==> src/rtl/mem_arb.sv <==
// Two-requester round-robin arbiter onto a shared memory-crossbar port.
// Optional MEM_ARB_LOCK_EN adds i_m0_lock/i_m1_lock to hold ownership across accesses.
module mem_arb #(
    parameter int READ_LAT = 1
) (
    input  logic        i_clk,
    input  logic        i_rst_n,
`ifdef MEM_ARB_LOCK_EN
    input  logic        i_m0_lock,
    input  logic        i_m1_lock,
`endif
    input  logic        i_m0_req,
    input  logic [29:0] i_m0_addr,
    input  logic [31:0] i_m0_data,
    input  logic        i_m0_wren,
    input  logic [3:0]  i_m0_mask,
    input  logic        i_m1_req,
    input  logic [29:0] i_m1_addr,
    input  logic [31:0] i_m1_data,
    input  logic        i_m1_wren,
    input  logic [3:0]  i_m1_mask,
    output logic        o_m0_gnt,
    output logic        o_m1_gnt,
    output logic        o_m0_rvalid,
    output logic        o_m1_rvalid,
    output logic [31:0] o_m0_rdata,
    output logic [31:0] o_m1_rdata,
    output logic [29:0] o_addr,
    output logic [31:0] o_data,
    output logic        o_wren,
    output logic [3:0]  o_mask,
    input  logic [31:0] i_data
);

    typedef enum logic [1:0] {IDLE, ISSUE, WAIT} state_t;

    localparam logic [1:0] LP_CNT_INIT = 2'(READ_LAT - 1);

    state_t      r_state, w_state_nxt;
    logic        r_owner, w_owner_nxt;
    logic        r_last, w_last_nxt;
    logic [1:0]  r_cnt, w_cnt_nxt;
    logic        w_any, w_rr_win, w_win;
    logic        w_own_wren;
    logic [3:0]  w_own_mask;
`ifdef MEM_ARB_LOCK_EN
    logic        r_lock, w_lock_nxt;
    logic        w_own_req, w_own_lock, w_hold;
`endif

    always_comb begin
        w_any    = i_m0_req | i_m1_req;
        // Single requester wins outright; on a tie the one not granted last time wins.
        w_rr_win = (i_m0_req & i_m1_req) ? ~r_last : i_m1_req;
`ifdef MEM_ARB_LOCK_EN
        w_own_req  = r_owner ? i_m1_req  : i_m0_req;
        w_own_lock = r_owner ? i_m1_lock : i_m0_lock;
        w_hold     = r_lock & w_own_req & w_own_lock;
        w_win      = w_hold ? r_owner : w_rr_win;
`else
        w_win      = w_rr_win;
`endif
    end

    always_comb begin
        o_addr     = r_owner ? i_m1_addr : i_m0_addr;
        o_data     = r_owner ? i_m1_data : i_m0_data;
        w_own_wren = r_owner ? i_m1_wren : i_m0_wren;
        w_own_mask = r_owner ? i_m1_mask : i_m0_mask;
    end

    assign o_m0_rdata = i_data;
    assign o_m1_rdata = i_data;

    always_comb begin
        w_state_nxt = r_state;
        w_owner_nxt = r_owner;
        w_last_nxt  = r_last;
        w_cnt_nxt   = r_cnt;
`ifdef MEM_ARB_LOCK_EN
        w_lock_nxt  = r_lock;
`endif
        o_m0_gnt    = 1'b0;
        o_m1_gnt    = 1'b0;
        o_m0_rvalid = 1'b0;
        o_m1_rvalid = 1'b0;
        o_wren      = 1'b0;
        o_mask      = 4'h0;
        case (r_state)
            IDLE: begin
`ifdef MEM_ARB_LOCK_EN
                w_lock_nxt = w_hold;
`endif
                if (w_any) begin
                    w_owner_nxt = w_win;
                    w_state_nxt = ISSUE;
                end
            end
            ISSUE: begin
                o_wren     = w_own_wren;
                o_mask     = w_own_mask;
                o_m0_gnt   = ~r_owner;
                o_m1_gnt   = r_owner;
                w_last_nxt = r_owner;
`ifdef MEM_ARB_LOCK_EN
                w_lock_nxt = w_own_lock;
`endif
                if (w_own_wren) begin
                    w_state_nxt = IDLE;
                end else begin
                    w_cnt_nxt   = LP_CNT_INIT;
                    w_state_nxt = WAIT;
                end
            end
            WAIT: begin
                if (r_cnt == 2'd0) begin
                    o_m0_rvalid = ~r_owner;
                    o_m1_rvalid = r_owner;
                    w_state_nxt = IDLE;
                end else begin
                    w_cnt_nxt = r_cnt - 2'd1;
                end
            end
            default: w_state_nxt = IDLE;
        endcase
    end

    always_ff @(posedge i_clk or negedge i_rst_n) begin
        if (!i_rst_n) begin
            r_state <= IDLE;
            r_owner <= 1'b0;
            r_last  <= 1'b1;
            r_cnt   <= 2'd0;
`ifdef MEM_ARB_LOCK_EN
            r_lock  <= 1'b0;
`endif
        end else begin
            r_state <= w_state_nxt;
            r_owner <= w_owner_nxt;
            r_last  <= w_last_nxt;
            r_cnt   <= w_cnt_nxt;
`ifdef MEM_ARB_LOCK_EN
            r_lock  <= w_lock_nxt;
`endif
        end
    end

endmodule
==> config.mk <==
export PLATFORM = sky130hd
export DESIGN_NAME = mem_arb
export DESIGN_NICKNAME = d
export VERILOG_FILES = /design/src/rtl/mem_arb.sv
export SDC_FILE = /design/constraint.sdc
export NUM_CORES = 1
export LEC_CHECK = 0
export ABC_AREA = 1
export ABC_CLOCK_PERIOD_IN_PS = 2300
export CORE_AREA = 2 2 120 122
export CTS_BUF_LIST = sky130_fd_sc_hd__clkbuf_4
export DETAILED_ROUTE_END_ITERATION = 10
export DIE_AREA = 0 0 122 124
export HOLD_SLACK_MARGIN = 0.1
export SYNTH_ARGS = -nofsm -noshare
export SYNTH_HDL_FRONTEND = slang
export SYNTH_SLANG_ARGS = --single-unit
==> constraint.sdc <==
create_clock -name i_clk -period 2.3 [get_ports i_clk]
set_input_delay 0.345 -clock i_clk [delete_from_list [all_inputs] [get_ports i_clk]]
set_output_delay 0.345 -clock i_clk [all_outputs]
set_load 0.05 [all_outputs]
# Yosys cells after proc, flatten, opt, wreduce, memory -nomap -nowiden

Cells that the tools add are included.

Memory bits (read-only): 0
Bits in writable memories: 0
Output and inout port bits: 135
Register bits: 6
Memories kept: 0
Bits of input ports: 170
Latch bits: 0
Logic and storage cells: 41

$mul: 0
Bitwise gates (word level): 4
Div/mod/pow operators: 0
Equal/unequal tests: 6
Add/subtract/negate cells: 1
Order comparisons: 0
Reduce and logical (&&, ||, !) cells: 6
Shift-type cells: 0
Muxes and demuxes: 20

Operators by type and width:

| operator                                         | count |
|---|---|
| two-way mux 32 bit                               | 1 |
| two-way mux 30 bit                               | 1 |
| two-way mux 2 bit                                | 5 |
| two-way mux 1 bit                                | 9 |
| two-way mux 4 bit                                | 2 |
| != test 2 bit, second input constant             | 4 |
| one-hot mux 2 bit (3 select lines)               | 1 |
| logical NOT 2 bit                                | 2 |
| one-hot mux 2 bit (2 select lines)               | 1 |
| AND reduction 2 bit                              | 2 |
| AND reduction 3 bit                              | 1 |
| == test 2 x 1 -> 1 bit, second input constant    | 1 |
| == test 2 bit, second input constant             | 1 |
| NOT 1 bit                                        | 2 |
| nonzero test 2 bit                               | 1 |
| subtractor 2 x 1 -> 2 bit, second input constant | 1 |
| bitwise AND 1 bit                                | 1 |
| bitwise OR 1 bit                                 | 1 |

# Logic depth before layout (Yosys ltp)

Gate-level depths: netlist (run 1).

Depth after elaboration: 3
Mapped depth: 6
Mapped depth without buffers: 6

# Worst setup path before layout (run 1)

No wires, ideal clock.

Path kind: register -> output
Start: register r_cnt[0]
End: output port o_m0_rvalid
Stages on the path, launching flop included: 5
Arrival: 1708 ps
Slack: 247 ps
Required time: 1955 ps
Path buffers: 0
Path through: dfrtp_1 inv_1 ha_1 inv_1 nor3_1

Longest elaborated chain between the ends: 3

Ends and longest elaborated chain:

| what                   | RTL line | text |
|---|---|---|
| start, declared        | 42       | `logic [1:0] r_cnt, w_cnt_nxt;` |
| start signal, assigned | 141      | `r_cnt <= w_cnt_nxt;` |
| logical NOT 2 bit      | 116      | `if (r_cnt == 2'd0) begin` |
| two-way mux 1 bit      | 116      |  |
| two-way mux 1 bit      | 89       | `case (r_state)` |
| end, declared          | 24       | `output logic o_m0_rvalid,` |

Every way passes these cells.

# Worst setup path after layout (run 1)

Start: register r_owner
End: output port o_addr[22]

Longest elaborated chain between the ends: 1

Ends and longest elaborated chain:

| what                   | RTL line | text |
|---|---|---|
| start, declared        | 40       | `logic r_owner, w_owner_nxt;` |
| start signal, assigned | 139      | `r_owner <= w_owner_nxt;` |
| two-way mux 30 bit     | 66       | `o_addr = r_owner ? i_m1_addr : i_m0_addr;` |
| end, declared          | 28       | `output logic [29:0] o_addr,` |

Every way passes these cells.

==> impl_metrics.tcl, run 1 <==
set metrics [dict create \
    cts_hold_buf 0 \
    dpl.hpwl_um 6810 \
    pre_cts_slack_ps 522 \
    path_clk_slew_ps 50 \
    cp_cell_sequence "buf_4 -> buf_4 -> nand2_1 -> nand2_1 -> buf_12" \
    synth.distinct_cells 18 \
    cts_max_path_buffers 2 \
    grt_use_met1 0.0988 \
    seq_area_frac_synth 0.0879 \
    fin_setup_tns_ps 0 \
    wl_per_cell_um 12.2 \
    yosysWarningCount 0 \
    design.core.area_mm2 0.0137 \
    fin_crit_ps 1950 \
    grt_max_degree 37 \
    die_x_um 122 \
    clock_sinks 6 \
    die-area_mm2 0.0151 \
    top_usage_layer "met2" \
    cp.arrival_ps 1610 \
    grt-ovfl-total 0 \
    fin_skew_ps 9.42 \
    ys.flop_type "dfrtp_1" \
    async_flop_share 1.00 \
    netlist_area_mm2 0.00172 \
    use_met3 0.0394 \
    maxCapViolCount 0 \
    slew_headroom 0.765 \
    die_h_um 124 \
    tightestPinTransition_ps 350 \
    finalMaxSlewViolations 0 \
    avgSynthCellArea_um2 5.42 \
    clk_latency_ps 250 \
    worstSetupEndpointType "output pin" \
    drc 0 \
    globalRouteMet2Util 0.161 \
    fmax_ghz 0.512 \
    areaGrowthSynthToFinish_pct 141 \
    path_class "flop to output pin" \
    cts_tree "yes" \
    wirelength_um 7770 \
    cp_slowest_cell "dfrtp_2" \
    final_core_util 0.303 \
    hp-class "input pin to async pin" \
    ant_nets 0 \
    p_leak_nw 1.98 \
    critPathTopFamily "buffers and inverters" \
    pin_count 305 \
    worst_ep_required_time_ps 1960 \
    cellPowerDensity_mw_per_mm2 1410 \
    finalWorstSetupSlack_ps 349 \
    drt-initial-drc-count 50 \
    crit_path_max_incr_delay_ps 370 \
    synth_fp_nets 489 \
    ctsResizeCount 0 \
    place.gp.congestion 0.710 \
    final-setup-viol-count 0 \
    cts_htree_levels 1 \
    grt_pass1_wl_um 11000 \
    antenna_found_initial 0 \
    core.rowCount 43 \
    drive_above_1_share 0.195 \
    viasPerCell 3.56 \
    rsz0062_at_grt "false" \
    ys_seq_elements 6 \
    synth_edf_count 0 \
    nFillCells 1471 \
    final_common_cell "nand2_1" \
    cts_buffers 3 \
    dr_total_vias 2267 \
    io_buffers 208 \
    status "complete, no violations" \
    startpoint_type "flop" \
    grt_usage 0.0913 \
    start_util 0.126 \
    n_antenna_cell 0 \
    drt_pass1_iterations 4 \
    ir_worst_vdd_v 0.000554 \
    crit_path_max_fanout 33 \
    cts_setup_buffers 0 \
    cp.buffers_inverters 3 \
    root_buffer "clkbuf_4" \
    final.period_utilization 0.848 \
    hold_viol 0 \
    grt_pass1_vias 2086 \
    final_cell_mix "207 x nand2_1, 137 x clkdlybuf4s50_1, 71 x buf_12" \
    syn_inst 318 \
    nets 629 \
]
-- Yosys cell counts (2+ instances only) --
master      n  area share
clkbuf_8    6       0.048
nand4_1     2      0.0073
buf_6       8       0.052
nor2_1      2      0.0044
nand2_1   207        0.45
buf_4      64        0.28
nor3_1      2      0.0058
nand3_1     5       0.015
o21ai_0     2      0.0058
dfrtp_1     5       0.073
inv_2       4      0.0087
inv_1       5       0.011
-- power by group --
group | internal, mW | switching (mW)
clock network | 0.0777 | 0.0408
logic | 2.43 | 3.14
registers | 0.148 | 0.0330
-- worst reg2reg max path, delay by kind of cell (launching register included) --
family	cells	cell delay, ps
adders and majority gates	1	180
buffers and inverters	2	190
DFF	1	340
and+or+nand+nor	3	300
-- cell families after synthesis --
logic type | count (synthesis) | share of synthesized area
simple gates | 222 | 0.500
flops | 6 | 0.0879
buf+inv | 87 | 0.399
fa+ha+maj | 1 | 0.00726
compound gates | 2 | 0.00581
-- metrics by stage --
stage / hold slack (ps) / power (mW) / cell area [um^2] / cells
2_1_floorplan: 49.4 / 3.41 / 1720 / 318
3_3_place_gp: 466 / 5.80 / 4130 / 633
3_5_place_dp: 466 / 5.82 / 4130 / 633
4_1_cts: 334 / 5.95 / 4160 / 637
5_1_grt: 331 / 6.18 / 4160 / 637
6_report: 332 / 5.88 / 4160 / 637
-- layout make-up --
cell class	instances	area, um^2	share of cell area
clock buffers	4	30.0	0.00722
inverters	9	33.8	0.00813
multi-input cells	225	885	0.213
flip-flops and latches	6	153	0.0367
well taps	180	225	0.0542
repair buffers	213	2830	0.681
-- worst paths after layout --
path	start	to	cells after the start	slack (ps)
max in group asynchronous	i_rst_n	r_last	1	1690
hold / removal	i_rst_n	r_state[1]	1	330
hold reg to reg	r_last	r_last	2	470
setup / recovery	r_owner	o_addr[22]	5	350
setup reg to reg	r_cnt[0]	r_cnt[1]	6	1180
min in group i_clk	r_last	r_last	2	470
-- routing by layer --
layer / part of all wire / vias to the layer above
met5: 0 / -
met4: 0.026 / 0
met3: 0.14 / 26
met2: 0.49 / 155
met1: 0.35 / 923
li1: - / 1163
-- state kept, by name, summed over array words and instances, names as in the netlist --
name / count
r_cnt: 2
r_owner: 1
r_state: 2
r_last: 1
Note: power is estimated with default switching activity, not from simulation.
==> run 2, diff against run 1 <==
--- a/config.mk
+++ b/config.mk
@@ -6,11 +6,11 @@
 export NUM_CORES = 1
 export LEC_CHECK = 0
 export ABC_AREA = 1
-export ABC_CLOCK_PERIOD_IN_PS = 2300
-export CORE_AREA = 2 2 120 122
+export ABC_CLOCK_PERIOD_IN_PS = 1590
+export CORE_AREA = 2 2 117 119
 export CTS_BUF_LIST = sky130_fd_sc_hd__clkbuf_4
 export DETAILED_ROUTE_END_ITERATION = 10
-export DIE_AREA = 0 0 122 124
+export DIE_AREA = 0 0 119 121
 export HOLD_SLACK_MARGIN = 0.1
 export SYNTH_ARGS = -nofsm -noshare
 export SYNTH_HDL_FRONTEND = slang
==> constraint.sdc (replaced) <==
create_clock -name i_clk -period 1.59 [get_ports i_clk]
set_input_delay 0.2385 -clock i_clk [delete_from_list [all_inputs] [get_ports i_clk]]
set_output_delay 0.2385 -clock i_clk [all_outputs]
set_load 0.05 [all_outputs]
==> run 2 against run 1 <==
- the flow now finishes with violations (negative setup slack)
- via count grew 13%
- clock power grew 53%
- wire length rose by 40%
- critical path depth stayed put
- core utilization increased by 10 points
- die area decreased by 4.8%
- register-to-register slack worse by 760 ps
- clock skew grew 3.4 ps
- critical path type unchanged
==> impl_metrics.tcl, run 2 (same netlist as run 1, synthesis figures left out) <==
set metrics [dict create \
    violations "negative setup slack" \
    p_leak_nw 2.46 \
    finalWorstSetupSlack_ps -109 \
    final_core_util 0.405 \
    cts_buffers 3 \
    startpoint_type "flop" \
    final-setup-viol-count 68 \
    fin_cells 651 \
    cts_hold_buf 0 \
    cp.arrival_ps 1460 \
    place_area_mm2 0.00414 \
    place.gp.congestion 0.768 \
    ir_worst_vdd_v 0.000750 \
    cp_slowest_cell "dfrtp_2" \
    core.rowCount 42 \
    grt_max_degree 18 \
    nFillCells 1252 \
    clk_latency_ps 260 \
    final_common_cell "clkdlybuf4s50_1" \
    die-area_mm2 0.0144 \
    cts_htree_levels 1 \
    reg_top3 "r_cnt (2), r_state (2)" \
    fmax_ghz 0.589 \
    grt_usage 0.133 \
    fin_setup_tns_ps -3480 \
    maxCapViolCount 0 \
    dr_total_vias 2562 \
    fin_skew_ps 12.8 \
    grt_pass1_vias 2647 \
    viasPerCell 3.94 \
    root_buffer "clkbuf_4" \
    cp.buffers_inverters 4 \
    path_common_cell "buf_12" \
    drt_pass1_iterations 4 \
    slew_headroom 0.814 \
    hp-class "input pin to async pin" \
    worstSetupEndpointType "output pin" \
    drc 0 \
    path_class "flop to output pin" \
    path_clk_slew_ps 60 \
    die_x_um 119 \
    die_h_um 121 \
    dpl.hpwl_um 6680 \
    n_antenna_cell 0 \
    cts_tree "yes" \
    finalMaxSlewViolations 0 \
    start_util 0.132 \
    worst_ep_required_time_ps 1350 \
    nets 647 \
    total_power_mw 11.3 \
    fin_crit_ps 1700 \
    pre_cts_slack_ps 33.0 \
    cts_max_path_buffers 2 \
    grt_pass1_wl_um 14800 \
    io_buffers 208 \
    final_cell_mix "137 x clkdlybuf4s50_1, 89 x nand2_1, 77 x buf_12, 67 x nand2_4, 52 x nand2_2" \
    hold_ws_ps 215 \
    wirelength_um 10800 \
    wl_per_cell_um 16.7 \
    design.core.area_mm2 0.0131 \
    rsz0062_at_grt "true" \
    pin_count 305 \
    critPathTopFamily "buffers and inverters" \
    final.period_utilization 1.07 \
    crit_path_max_fanout 8 \
    clock_sinks 6 \
    areaGrowthSynthToFinish_pct 208 \
    ant_nets 0 \
    crit_path_max_incr_delay_ps 430 \
    drive_above_1_share 0.484 \
    tightestPinTransition_ps 278 \
    cp_cell_sequence "buf_6 -> buf_12 -> buf_16 -> nor3_4 -> buf_12" \
    drt-initial-drc-count 38 \
    post-route-cell-area_mm2 0.00530 \
    placedCellCount 627 \
    grt-ovfl-total 0 \
    antenna_found_initial 0 \
    hold_viol 0 \
    status "complete, but fails checks" \
    cellPowerDensity_mw_per_mm2 2140 \
]
[run 2: changes by cell type in the layout (fill, tap and decap cells not counted), sizes merged]
cell,previous run,this run
buf,76,91
clkbuf,4,7
[run 2: power breakdown]
| part | internal, mW | switching (mW) |
|---|---|---|
| Clock | 0.113 | 0.0676 |
| Sequential | 0.214 | 0.0570 |
| Combinational | 5.08 | 5.81 |
[run 2: final timing paths]
check | start | to | slack [ps] | depth (start not counted)
max in group asynchronous | i_rst_n | r_last | 1090 | 1
worst min-delay path | i_rst_n | r_state[0] | 220 | 1
worst max register to register | r_owner | r_cnt[0] | 420 | 6
worst max-delay path | r_owner | o_m0_rvalid | -110 | 5
min in group i_clk | r_last | r_last | 470 | 2
worst min register to register | r_last | r_last | 470 | 2
[run 2: worst reg2reg max path: cells and delay by family, from the launching register on]
kind	cells	cell delay [ps]
and+or+nand+nor	4	330
buffers and inverters	2	290
DFF	1	430
[run 2: area by class of cell]
cell class	count	area (um^2)	share of cell area
Sequential cell	6	153	0.0288
Inverter	9	52.6	0.00992
Tap cell	176	220	0.0415
Timing Repair Buffer	231	3290	0.621
Multi-Input combinational cell	225	1550	0.293
Clock buffer	4	30.0	0.00567
[run 2: per-layer routing]
metal | global-route usage | vias up | share of wire
met3 | 0.0508 | 21 | 0.10
met2 | 0.252 | 191 | 0.53
met4 | 0.0223 | 0 | 0.014
li1 | - | 1203 | -
met5 | 0 | - | 0
met1 | 0.140 | 1147 | 0.35
[run 2: what timing repair did]
item,CTS,global route
pin swaps,16,16
cloned,9,3
setup endpoints to repair,69,70
hold endpoints to repair,0,0
buffers inserted,8,0
resized for setup,143,73
